--- config.mk ---
export PLATFORM = sky130hd
export DESIGN_NAME = morse_char_decoder
export DESIGN_NICKNAME = d
export VERILOG_FILES = /design/src/rtl/morse_char_decoder.sv
export SDC_FILE = /design/constraint.sdc
export NUM_CORES = 1
export LEC_CHECK = 0
export CORE_UTILIZATION = 60
export CTS_BUF_LIST = sky130_fd_sc_hd__clkbuf_8
export CTS_CLUSTER_DIAMETER = 40
export DETAILED_ROUTE_END_ITERATION = 8
export PLACE_DENSITY_LB_ADDON = 0.2
export SETUP_SLACK_MARGIN = 0.2
export SLEW_MARGIN = 20
export SYNTH_ARGS = -nofsm -noshare
export SYNTH_HDL_FRONTEND = slang
export SYNTH_SLANG_ARGS = --single-unit
export TNS_END_PERCENT = 10
--- constraint.sdc ---
create_clock -name clk -period 7.4 [get_ports clk]
set_input_delay 1.11 -clock clk [delete_from_list [all_inputs] [get_ports clk]]
set_output_delay 1.11 -clock clk [all_outputs]
set_load 0.03 [all_outputs]
--- src/rtl/morse_char_decoder.sv ---
// morse_char_decoder
//   Timing-based Morse receiver. The raw key is synchronised, then timed
//   against a programmable unit period. Each mark is classified as a dot or a
//   dash and buffered. An inter-character gap emits one decoded character
//   (index plus seven-segment glyph). Word gaps and buffer overflow are flagged.
//
// Ports
//   clk        in   system clock
//   rst        in   synchronous active-high reset
//   key_in     in   raw key, 1 = tone/mark (asynchronous, synchronised here)
//   char_valid out  one-cycle strobe, char_id/char_seg updated this cycle
//   char_id    out  0-25 = A-Z, 26-35 = digits 0-9, 63 = unknown/overflow
//   char_seg   out  [6:0] = segments a..g active-low, [7] = 0; 8'hFF = blank
//   word_gap   out  one-cycle strobe on word-gap detection
//   sym_err    out  one-cycle strobe alongside char_valid when buffer overflowed
//   busy       out  high while the receiver is not idle
module morse_char_decoder #(
  parameter int TICK_DIV       = 50000,
  parameter int DOT_MAX_UNITS  = 2,
  parameter int CHAR_GAP_UNITS = 3,
  parameter int WORD_GAP_UNITS = 7,
  parameter int MAX_SYMS       = 6,
  parameter int CNT_W          = 4
) (
  input  logic       clk,
  input  logic       rst,
  input  logic       key_in,
  output logic       char_valid,
  output logic [5:0] char_id,
  output logic [7:0] char_seg,
  output logic       word_gap,
  output logic       sym_err,
  output logic       busy
);

  localparam int TICK_W = (TICK_DIV > 1) ? $clog2(TICK_DIV) : 1;
  localparam int SCNT_W = $clog2(MAX_SYMS + 1);

  localparam logic [TICK_W-1:0] TICK_LAST = TICK_W'(TICK_DIV - 1);
  localparam logic [CNT_W-1:0]  DOT_MAX   = CNT_W'(DOT_MAX_UNITS);
  localparam logic [CNT_W-1:0]  CHAR_GAP  = CNT_W'(CHAR_GAP_UNITS);
  localparam logic [CNT_W-1:0]  WORD_GAP  = CNT_W'(WORD_GAP_UNITS);
  localparam logic [SCNT_W-1:0] SYM_FULL  = SCNT_W'(MAX_SYMS);

  typedef enum logic [1:0] {IDLE, MARK, SPACE} state_t;

  // Unit counters stick at all-ones instead of wrapping.
  function automatic logic [CNT_W-1:0] sat_inc(input logic [CNT_W-1:0] c);
    sat_inc = (c == '1) ? c : c + CNT_W'(1);
  endfunction

  // Pattern key is symbol count plus the symbols, first symbol in the MSB of
  // the valid bits; dot = 0, dash = 1. Count 7 is used as a never-match code.
  function automatic logic [5:0] morse_lookup(input logic [2:0] n, input logic [4:0] b);
    logic [5:0] id;
    id = 6'd63;
    case ({n, b})
      {3'd1, 5'b00000}: id = 6'd4;   // E
      {3'd1, 5'b00001}: id = 6'd19;  // T
      {3'd2, 5'b00000}: id = 6'd8;   // I
      {3'd2, 5'b00001}: id = 6'd0;   // A
      {3'd2, 5'b00010}: id = 6'd13;  // N
      {3'd2, 5'b00011}: id = 6'd12;  // M
      {3'd3, 5'b00000}: id = 6'd18;  // S
      {3'd3, 5'b00001}: id = 6'd20;  // U
      {3'd3, 5'b00010}: id = 6'd17;  // R
      {3'd3, 5'b00011}: id = 6'd22;  // W
      {3'd3, 5'b00100}: id = 6'd3;   // D
      {3'd3, 5'b00101}: id = 6'd10;  // K
      {3'd3, 5'b00110}: id = 6'd6;   // G
      {3'd3, 5'b00111}: id = 6'd14;  // O
      {3'd4, 5'b00000}: id = 6'd7;   // H
      {3'd4, 5'b00001}: id = 6'd21;  // V
      {3'd4, 5'b00010}: id = 6'd5;   // F
      {3'd4, 5'b00100}: id = 6'd11;  // L
      {3'd4, 5'b00110}: id = 6'd15;  // P
      {3'd4, 5'b00111}: id = 6'd9;   // J
      {3'd4, 5'b01000}: id = 6'd1;   // B
      {3'd4, 5'b01001}: id = 6'd23;  // X
      {3'd4, 5'b01010}: id = 6'd2;   // C
      {3'd4, 5'b01011}: id = 6'd24;  // Y
      {3'd4, 5'b01100}: id = 6'd25;  // Z
      {3'd4, 5'b01101}: id = 6'd16;  // Q
      {3'd5, 5'b11111}: id = 6'd26;  // 0
      {3'd5, 5'b01111}: id = 6'd27;  // 1
      {3'd5, 5'b00111}: id = 6'd28;  // 2
      {3'd5, 5'b00011}: id = 6'd29;  // 3
      {3'd5, 5'b00001}: id = 6'd30;  // 4
      {3'd5, 5'b00000}: id = 6'd31;  // 5
      {3'd5, 5'b10000}: id = 6'd32;  // 6
      {3'd5, 5'b11000}: id = 6'd33;  // 7
      {3'd5, 5'b11100}: id = 6'd34;  // 8
      {3'd5, 5'b11110}: id = 6'd35;  // 9
      default:          id = 6'd63;
    endcase
    return id;
  endfunction

  // Seven-segment font, bit 6 = a ... bit 0 = g, active-low. Characters with
  // no readable glyph (and unknowns) show only segment g.
  function automatic logic [7:0] glyph(input logic [5:0] id);
    logic [7:0] s;
    case (id)
      6'd0:  s = 8'h08;  6'd1:  s = 8'h60;  6'd2:  s = 8'h31;  6'd3:  s = 8'h42;
      6'd4:  s = 8'h30;  6'd5:  s = 8'h38;  6'd6:  s = 8'h21;  6'd7:  s = 8'h48;
      6'd8:  s = 8'h79;  6'd9:  s = 8'h43;  6'd11: s = 8'h71;  6'd13: s = 8'h6A;
      6'd14: s = 8'h62;  6'd15: s = 8'h18;  6'd16: s = 8'h0C;  6'd17: s = 8'h7A;
      6'd18: s = 8'h24;  6'd19: s = 8'h70;  6'd20: s = 8'h41;  6'd24: s = 8'h44;
      6'd25: s = 8'h12;  6'd26: s = 8'h01;  6'd27: s = 8'h4F;  6'd28: s = 8'h12;
      6'd29: s = 8'h06;  6'd30: s = 8'h4C;  6'd31: s = 8'h24;  6'd32: s = 8'h20;
      6'd33: s = 8'h0F;  6'd34: s = 8'h00;  6'd35: s = 8'h04;
      default: s = 8'h7E;
    endcase
    return s;
  endfunction

  logic                key_s1_q, key_s1_d, key_s2_q, key_s2_d, key_prev_q, key_prev_d;
  logic [TICK_W-1:0]   tick_cnt_q, tick_cnt_d;
  state_t              state_q, state_d;
  logic [CNT_W-1:0]    mark_cnt_q, mark_cnt_d, gap_cnt_q, gap_cnt_d;
  logic [MAX_SYMS-1:0] sym_bits_q, sym_bits_d;
  logic [SCNT_W-1:0]   sym_cnt_q, sym_cnt_d;
  logic                ovf_q, ovf_d;
  logic                char_valid_q, char_valid_d, word_gap_q, word_gap_d;
  logic                sym_err_q, sym_err_d;
  logic [5:0]          char_id_q, char_id_d;
  logic [7:0]          char_seg_q, char_seg_d;

  logic                key_edge, unit_tick;
  logic [CNT_W-1:0]    mark_eff, gap_next;
  logic [2:0]          lk_n;
  logic [5:0]          look_id;

  // Synchroniser and tick generator. The tick phase restarts on every
  // synchronised key edge so mark/space lengths are measured from the edge.
  always_comb begin
    key_s1_d   = key_in;
    key_s2_d   = key_s1_q;
    key_prev_d = key_s2_q;
    key_edge   = key_s2_q ^ key_prev_q;
    unit_tick  = (tick_cnt_q == TICK_LAST);
    if (key_edge || unit_tick) tick_cnt_d = '0;
    else                       tick_cnt_d = tick_cnt_q + TICK_W'(1);
  end

  // Receiver FSM with character emit.
  always_comb begin
    state_d      = state_q;
    mark_cnt_d   = mark_cnt_q;
    gap_cnt_d    = gap_cnt_q;
    sym_bits_d   = sym_bits_q;
    sym_cnt_d    = sym_cnt_q;
    ovf_d        = ovf_q;
    char_valid_d = 1'b0;
    word_gap_d   = 1'b0;
    sym_err_d    = 1'b0;
    char_id_d    = char_id_q;
    char_seg_d   = char_seg_q;

    // A tick landing in the same cycle as the key fall still counts toward
    // the mark, so a mark of exactly N units measures N.
    mark_eff = unit_tick ? sat_inc(mark_cnt_q) : mark_cnt_q;
    gap_next = unit_tick ? sat_inc(gap_cnt_q)  : gap_cnt_q;

    // Bits above the 5-symbol window are always zero when count <= 5; any
    // other combination can only be overflow and must not match.
    lk_n    = ((sym_cnt_q > SCNT_W'(5)) || ((sym_bits_q >> 5) != '0)) ? 3'd7 : sym_cnt_q[2:0];
    look_id = morse_lookup(lk_n, sym_bits_q[4:0]);

    case (state_q)
      IDLE: begin
        if (key_s2_q) begin
          state_d    = MARK;
          mark_cnt_d = '0;
        end
      end
      MARK: begin
        mark_cnt_d = mark_eff;
        if (!key_s2_q) begin
          gap_cnt_d = '0;
          if (mark_eff == '0) begin
            // Sub-unit pulse: glitch, no symbol.
            state_d = (sym_cnt_q != '0) ? SPACE : IDLE;
          end else begin
            if (sym_cnt_q == SYM_FULL) begin
              ovf_d = 1'b1;
            end else begin
              sym_bits_d = {sym_bits_q[MAX_SYMS-2:0], (mark_eff > DOT_MAX)};
              sym_cnt_d  = sym_cnt_q + SCNT_W'(1);
            end
            state_d = SPACE;
          end
        end
      end
      SPACE: begin
        gap_cnt_d = gap_next;
        if (unit_tick && (gap_next == CHAR_GAP) && (sym_cnt_q != '0)) begin
          char_valid_d = 1'b1;
          if (ovf_q) begin
            char_id_d  = 6'd63;
            char_seg_d = 8'h7E;
            sym_err_d  = 1'b1;
          end else begin
            char_id_d  = look_id;
            char_seg_d = glyph(look_id);
          end
          sym_bits_d = '0;
          sym_cnt_d  = '0;
          ovf_d      = 1'b0;
        end
        if (unit_tick && (gap_next == WORD_GAP)) begin
          word_gap_d = 1'b1;
          state_d    = IDLE;
        end
        // A rise wins the state but never cancels an emit in the same cycle.
        if (key_s2_q) begin
          state_d    = MARK;
          mark_cnt_d = '0;
        end
      end
      default: state_d = IDLE;
    endcase
  end

  always_ff @(posedge clk) begin
    if (rst) begin
      key_s1_q     <= 1'b0;
      key_s2_q     <= 1'b0;
      key_prev_q   <= 1'b0;
      tick_cnt_q   <= '0;
      state_q      <= IDLE;
      mark_cnt_q   <= '0;
      gap_cnt_q    <= '0;
      sym_bits_q   <= '0;
      sym_cnt_q    <= '0;
      ovf_q        <= 1'b0;
      char_valid_q <= 1'b0;
      word_gap_q   <= 1'b0;
      sym_err_q    <= 1'b0;
      char_id_q    <= 6'd63;
      char_seg_q   <= 8'hFF;
    end else begin
      key_s1_q     <= key_s1_d;
      key_s2_q     <= key_s2_d;
      key_prev_q   <= key_prev_d;
      tick_cnt_q   <= tick_cnt_d;
      state_q      <= state_d;
      mark_cnt_q   <= mark_cnt_d;
      gap_cnt_q    <= gap_cnt_d;
      sym_bits_q   <= sym_bits_d;
      sym_cnt_q    <= sym_cnt_d;
      ovf_q        <= ovf_d;
      char_valid_q <= char_valid_d;
      word_gap_q   <= word_gap_d;
      sym_err_q    <= sym_err_d;
      char_id_q    <= char_id_d;
      char_seg_q   <= char_seg_d;
    end
  end

  assign char_valid = char_valid_q;
  assign char_id    = char_id_q;
  assign char_seg   = char_seg_q;
  assign word_gap   = word_gap_q;
  assign sym_err    = sym_err_q;
  assign busy       = (state_q != IDLE);

endmodule

# Word level (Yosys, flattened, before mapping)
# Memories as Yosys holds them, arrays and structs flattened.
# Index checks and enable logic that the tools add are counted.
# word_totals
register_bits	56
rom_bits	448
input_bits	3
out_inout_bits	18
word_cells	135
mem_count	1
# op_classes
addsub	4
order_cmp	2
n_eq_ne	52
mux	37
bitwise_logic	3
n_reduce_logical	21
# memory_table
name	depth	width	read_ports	rd_ports_with_merged_regs	write_ports	line	rtl
(no name shown)	64	7	1	0	0	103	case (id)
# op_table
op	count
case mux 6 bit (36 select lines)	1
== test 8 bit (second input constant)	22
== test 8 x 7 -> 1 bit (second input constant)	12
2-to-1 mux 6 bit	5
2-to-1 mux 4 bit	6
adder 16 x 1 -> 16 bit (second input constant)	1
== test 16 bit (second input constant)	1
== test 8 x 6 -> 1 bit (second input constant)	2
case mux 4 bit (2 select lines)	2
2-to-1 mux 3 bit	5
2-to-1 mux 2 bit	6
inequality test 2 bit (second input constant)	6
case mux 6 bit (2 select lines)	1
AND reduction 5 bit	2
adder 4 x 1 -> 4 bit (second input constant)	2
== test 4 bit (second input constant)	2
2-to-1 mux 8 bit	1
2-to-1 mux 1 bit	7
case mux 2 bit (3 select lines)	1
case mux 3 bit (2 select lines)	1
AND reduction 2 bit	3
nonzero test 2 bit	3
OR reduction 2 bit	3
== test 4 x 2 -> 1 bit (second input constant)	1
other kinds (19)	23

# Logic depth before layout (Yosys ltp)
# depth
ltp_word	8
ltp_mapped	14
depth_no_buf	14

# Least setup slack after synthesis
# Ideal clock, no wire load.
# synth_timing
kind	reg2reg
from	register sym_bits_q[4]
to	register char_seg_q[5] (netlist: char_seg[5])
setup_ps	87
t_arrival_ps	2786
path_slack_ps	4527
stages_incl_launch_ff	15
path_cell_list	dfxtp_1 buf_4 nor3_2 and2_4 a32oi_1 a211oi_1 a2111o_1 clkbuf_1 nand2b_1 inv_1 ha_1 mux2_2 nand2_1 a311oi_1 o31ai_1
# synth_between
elab_chain_len	4
elab_cells_between_ends	39
cone_classes	eq/ne: 36; mux: 2; memory: 1
# synth_rtl
element	line	rtl
start, declared	121	logic [MAX_SYMS-1:0] sym_bits_q, sym_bits_d;
start signal, assigned	250	sym_bits_q <= sym_bits_d;
== test 8 bit (tied with other cells)	57	case ({n, b})
case mux 6 bit (36 select lines) *	57	
memory read (64 x 7 bit) *	-	
2-to-1 mux 8 bit *	199	if (ovf_q) begin
end signal, assigned	257	char_seg_q <= char_seg_d;
end, declared	127	logic [7:0] char_seg_q, char_seg_d;
# Mark *: on every way between the ends. The rest lies on a longest branch, timed or not.
# A chain may end at the register's enable or synchronous reset.

# Worst setup path in the final report
# layout_timing
from	register sym_bits_q[0]
to	register char_seg_q[6] (netlist: char_seg[6])
# The elaborated chain is that of the path after synthesis.

==> results.md <==
- Worst Path Required: between 7 and 8 ns
- Power per Cell Area: between 100 and 150 nW/µm²
- Worst IR Drop VDD: roughly 0.00015 V
- DRC Markers: 0
- Die H: ~80 µm
- CTS root buffer: clkbuf_8
- Post-Layout Cell Count: roughly 530
- Wire length per cell: 16.3 µm
- Unrepaired setup endpoints after global routing: no
- Initial antenna violation count: 0
- EDFF count, synth: 0
- CTS tree: done
- Routed via count: between 3000 and 4000
- TritonRoute pass-1 iters: 4
- Max-cap violations: 0
- Fill cells: a little under 500
- Via density: roughly 6.5
- Leak pwr: 0.00140 µW
- Post-route ant nets: 0
- Worst-Skew Late Latency: approximately 0.31 ns
- WHS: between 0.4 and 0.5 ns
- # rows: 27
- Final instance area: 3910 µm²
- Register area share after synthesis: 0.308
- Postcts setup bufs: 0
- Status: finished clean
- Final hold vios: 0
- Critical R2R Launch: sym_bits_q[0]$_SDFFE_PP0P_
- Sum Neg Setup Slack: 0 ns
- Number of buffers created by CTS: 5
- Max frequency: 275 MHz
- GRT Resource Usage Total: 0.289
- FF+latch count, synth: 56
- Worst min path class: flip-flop to flip-flop
- FF-to-FF setup slack: around 3.8 ns
- Die Wd: around 80 µm
- Reg-to-Reg End: char_seg[6]$_SDFFE_PP1P_
- Fin crit period: around 3.6 ns
- Crit start category: flip-flop
- Register-to-Register Path Depth: 12
- Largest net degree at the start of global routing: 30
- Worst setup EP type: flip-flop
- Mapped Area: ~3600 µm²
- RePlAce Congestion: roughly 1.0
- Count of different cell masters after synthesis: 74
- Yosys warns: 0
- Clk sinks: 56
- Clock Tree Buf Depth: 2
- Crit path max fanout: 19
- Pwr Total: ~530 µW
- I/O Buffers: 20
- Hpwl dp: a little over 6000 µm
- Net Count, Synth: approximately 480
- I/O pins: 21
- Final Skew: about 0.017 ns
- Hold path depth: 1
- Share of layout cells above drive strength 1: 0.0629
- Min-delay src: tick_cnt_q[0]$_SDFF_PP0_
- First-pass GRT wire length: between 10000 and 15000 µm
- # setup viols final: 0
- Placed Cells: 525
- Die footprint: between 6000 and 7000 µm²
- GRT overflow: 0
- Async S/R FF share, synth: 0
- Area of the core: between 5000 and 6000 µm²
- Antenna Diode Count: 0
- Fin nets: between 400 and 500
- Resized cells post-CTS: 0
- Syn_area_per_cell: slightly below 8 µm²
- WL final: slightly below 9000 µm
- CTS Hold Bufs: 0
- Vias in the first global route: 3184
- Critical setup path kind: flip-flop to flip-flop
- H-tree Lvls: 2
- Reg clk slew, reported paths: 0.10 ns
- Hold EP: tick_cnt_q[0]$_SDFF_PP0_
- Worst-Margin Slew: around 0.75 ns
- Initial DRC Count: between 200 and 300
- Multi-input gate area: approximately 2300 µm²
- Placed Area: around 3800 µm²
- Main flop type after synthesis: dfxtp_1
- Area Overhead vs Synth: 7.43%
- Register area: about 1100 µm²
- Mapped Cells: between 400 and 500
- Tcrit/Tclk final: 0.492
- Initial Util: 0.641
- Max-slew violations: 0
- Slew headroom: 0.499
- Arrival @ worst endpoint: roughly 3.9 ns
-- sequential cells by signal (all words and copies together) (netlist names), 2 cells and up --
register / count
sym_bits_q: 6
sym_cnt_q: 3
tick_cnt_q: 16
mark_cnt_q: 4
char_id: 6
gap_cnt_q: 4
char_seg: 8
state_q: 2
-- per-layer routing --
| metal | GRT usage | routed length [µm] | up-vias |
|---|---|---|---|
| met5 | 0 | 0 | - |
| met4 | 0.0643 | 123 | 0 |
| met3 | 0.0560 | 590 | 19 |
| met2 | 0.477 | 4040 | 152 |
| met1 | 0.387 | 3950 | 1600 |
| li1 | - | - | 1671 |
-- kinds of logic (layout without fill, tap and decap cells) --
group	Yosys count	count (layout)	share of synthesized area
AND/OR/NAND/NOR	206	206	0.304
XOR/XNOR	20	20	0.0482
adder cells (fa/ha/maj)	13	13	0.0447
buffers and inverters	42	43	0.0564
flip-flops	56	56	0.308
multiplexers	5	5	0.0145
AO/OA/AOI/OAI	118	118	0.224
-- power breakdown --
part           total (µW)  switching (µW)  internal (µW)
clock network         210            99.2            111
logic                12.5            8.41           4.13
registers             305            1.75            303
-- synth_stat cells (all sizes together), types with 3 or more instances --
master  count  area, µm²
or2         4       25.0
nand3      30        150
nor3b       4       30.0
o31ai       4       30.0
xor2        6       52.6
a21o        6       45.0
nor3       10       60.1
nor2b      11       71.3
inv        13       48.8
o22ai      10       68.8
buf        17        111
nand4       5       31.3
o21ai      19       95.1
and2        6       40.0
ha         13        163
xnor2      14        123
nor4bb      3       30.0
dfxtp      56       1120
a31oi       5       31.3
nor2       43        161
nand2b      9       56.3
nor4        8       56.3
o311ai      5       43.8
mux2i       3       30.0
nand2      46        173
and3       10       62.6
clkbuf     12       45.0
o211ai      6       45.0
a21oi      33        169
-- worst max-delay path, stage by stage (launching register included) --
cell,delay (ns)
dfxtp_1,0.75
inv_1,0.29
nor4_1,0.37
o21ai_0,0.14
a21oi_1,0.19
a2111o_1,0.33
nand2b_1,0.29
inv_1,0.12
ha_1,0.36
a21oi_1,0.10
a221oi_1,0.31
a21oi_1,0.11
o211ai_1,0.21
-- cell usage in the layout (no fill, tap or decap), types with 6 or more instances in the layout --
master / n
a21o_1: 6
a21oi_1: 32
and3_1: 10
clkbuf_8: 6
clkdlybuf4s50_1: 20
dfxtp_1: 56
ha_1: 13
inv_1: 12
nand2_1: 46
nand2b_1: 9
nand3_1: 30
nor2_1: 43
nor2b_1: 10
nor3_1: 8
nor4_1: 7
o211ai_1: 6
o21ai_0: 18
o22ai_1: 9
xnor2_1: 14
xor2_1: 6
-- metrics by stage --
| stage | util | setup WS [ns] |
|---|---|---|
| after floorplan | - | 4.53 |
| after global placement | 0.667 | 4.02 |
| after global routing | 0.688 | 3.49 |
| after CTS | 0.688 | 3.88 |
| after detailed placement | 0.667 | 3.89 |
| final | 0.688 | 3.76 |
-- worst max path at each step --
stage | start | to | slack [ns] | cells after the start
final | sym_bits_q[0]$_SDFFE_PP0P_ | char_seg[6]$_SDFFE_PP1P_ | 3.76 | 12
after detailed placement | sym_bits_q[1]$_SDFFE_PP0P_ | char_seg[6]$_SDFFE_PP1P_ | 3.89 | 12
after CTS | sym_bits_q[0]$_SDFFE_PP0P_ | char_seg[1]$_SDFFE_PP1P_ | 3.88 | 12
after global placement | sym_bits_q[0]$_SDFFE_PP0P_ | char_seg[6]$_SDFFE_PP1P_ | 4.02 | 12
after global routing | sym_bits_q[1]$_SDFFE_PP0P_ | char_seg[1]$_SDFFE_PP1P_ | 3.49 | 12
after floorplan | sym_bits_q[4]$_SDFFE_PP0P_ | char_seg[5]$_SDFFE_PP1P_ | 4.53 | 14
-- cell type report --
type                            instances  share of cell area
Timing Repair Buffer                   22              0.0551
Multi-Input combinational cell        362               0.591
Inverter                               13              0.0125
Sequential cell                        56               0.287
Clock buffer                            6              0.0211
Clock inverter                          2             0.00993
Tap cell                               72              0.0231
Note: power is estimated with default switching activity, not from simulation.
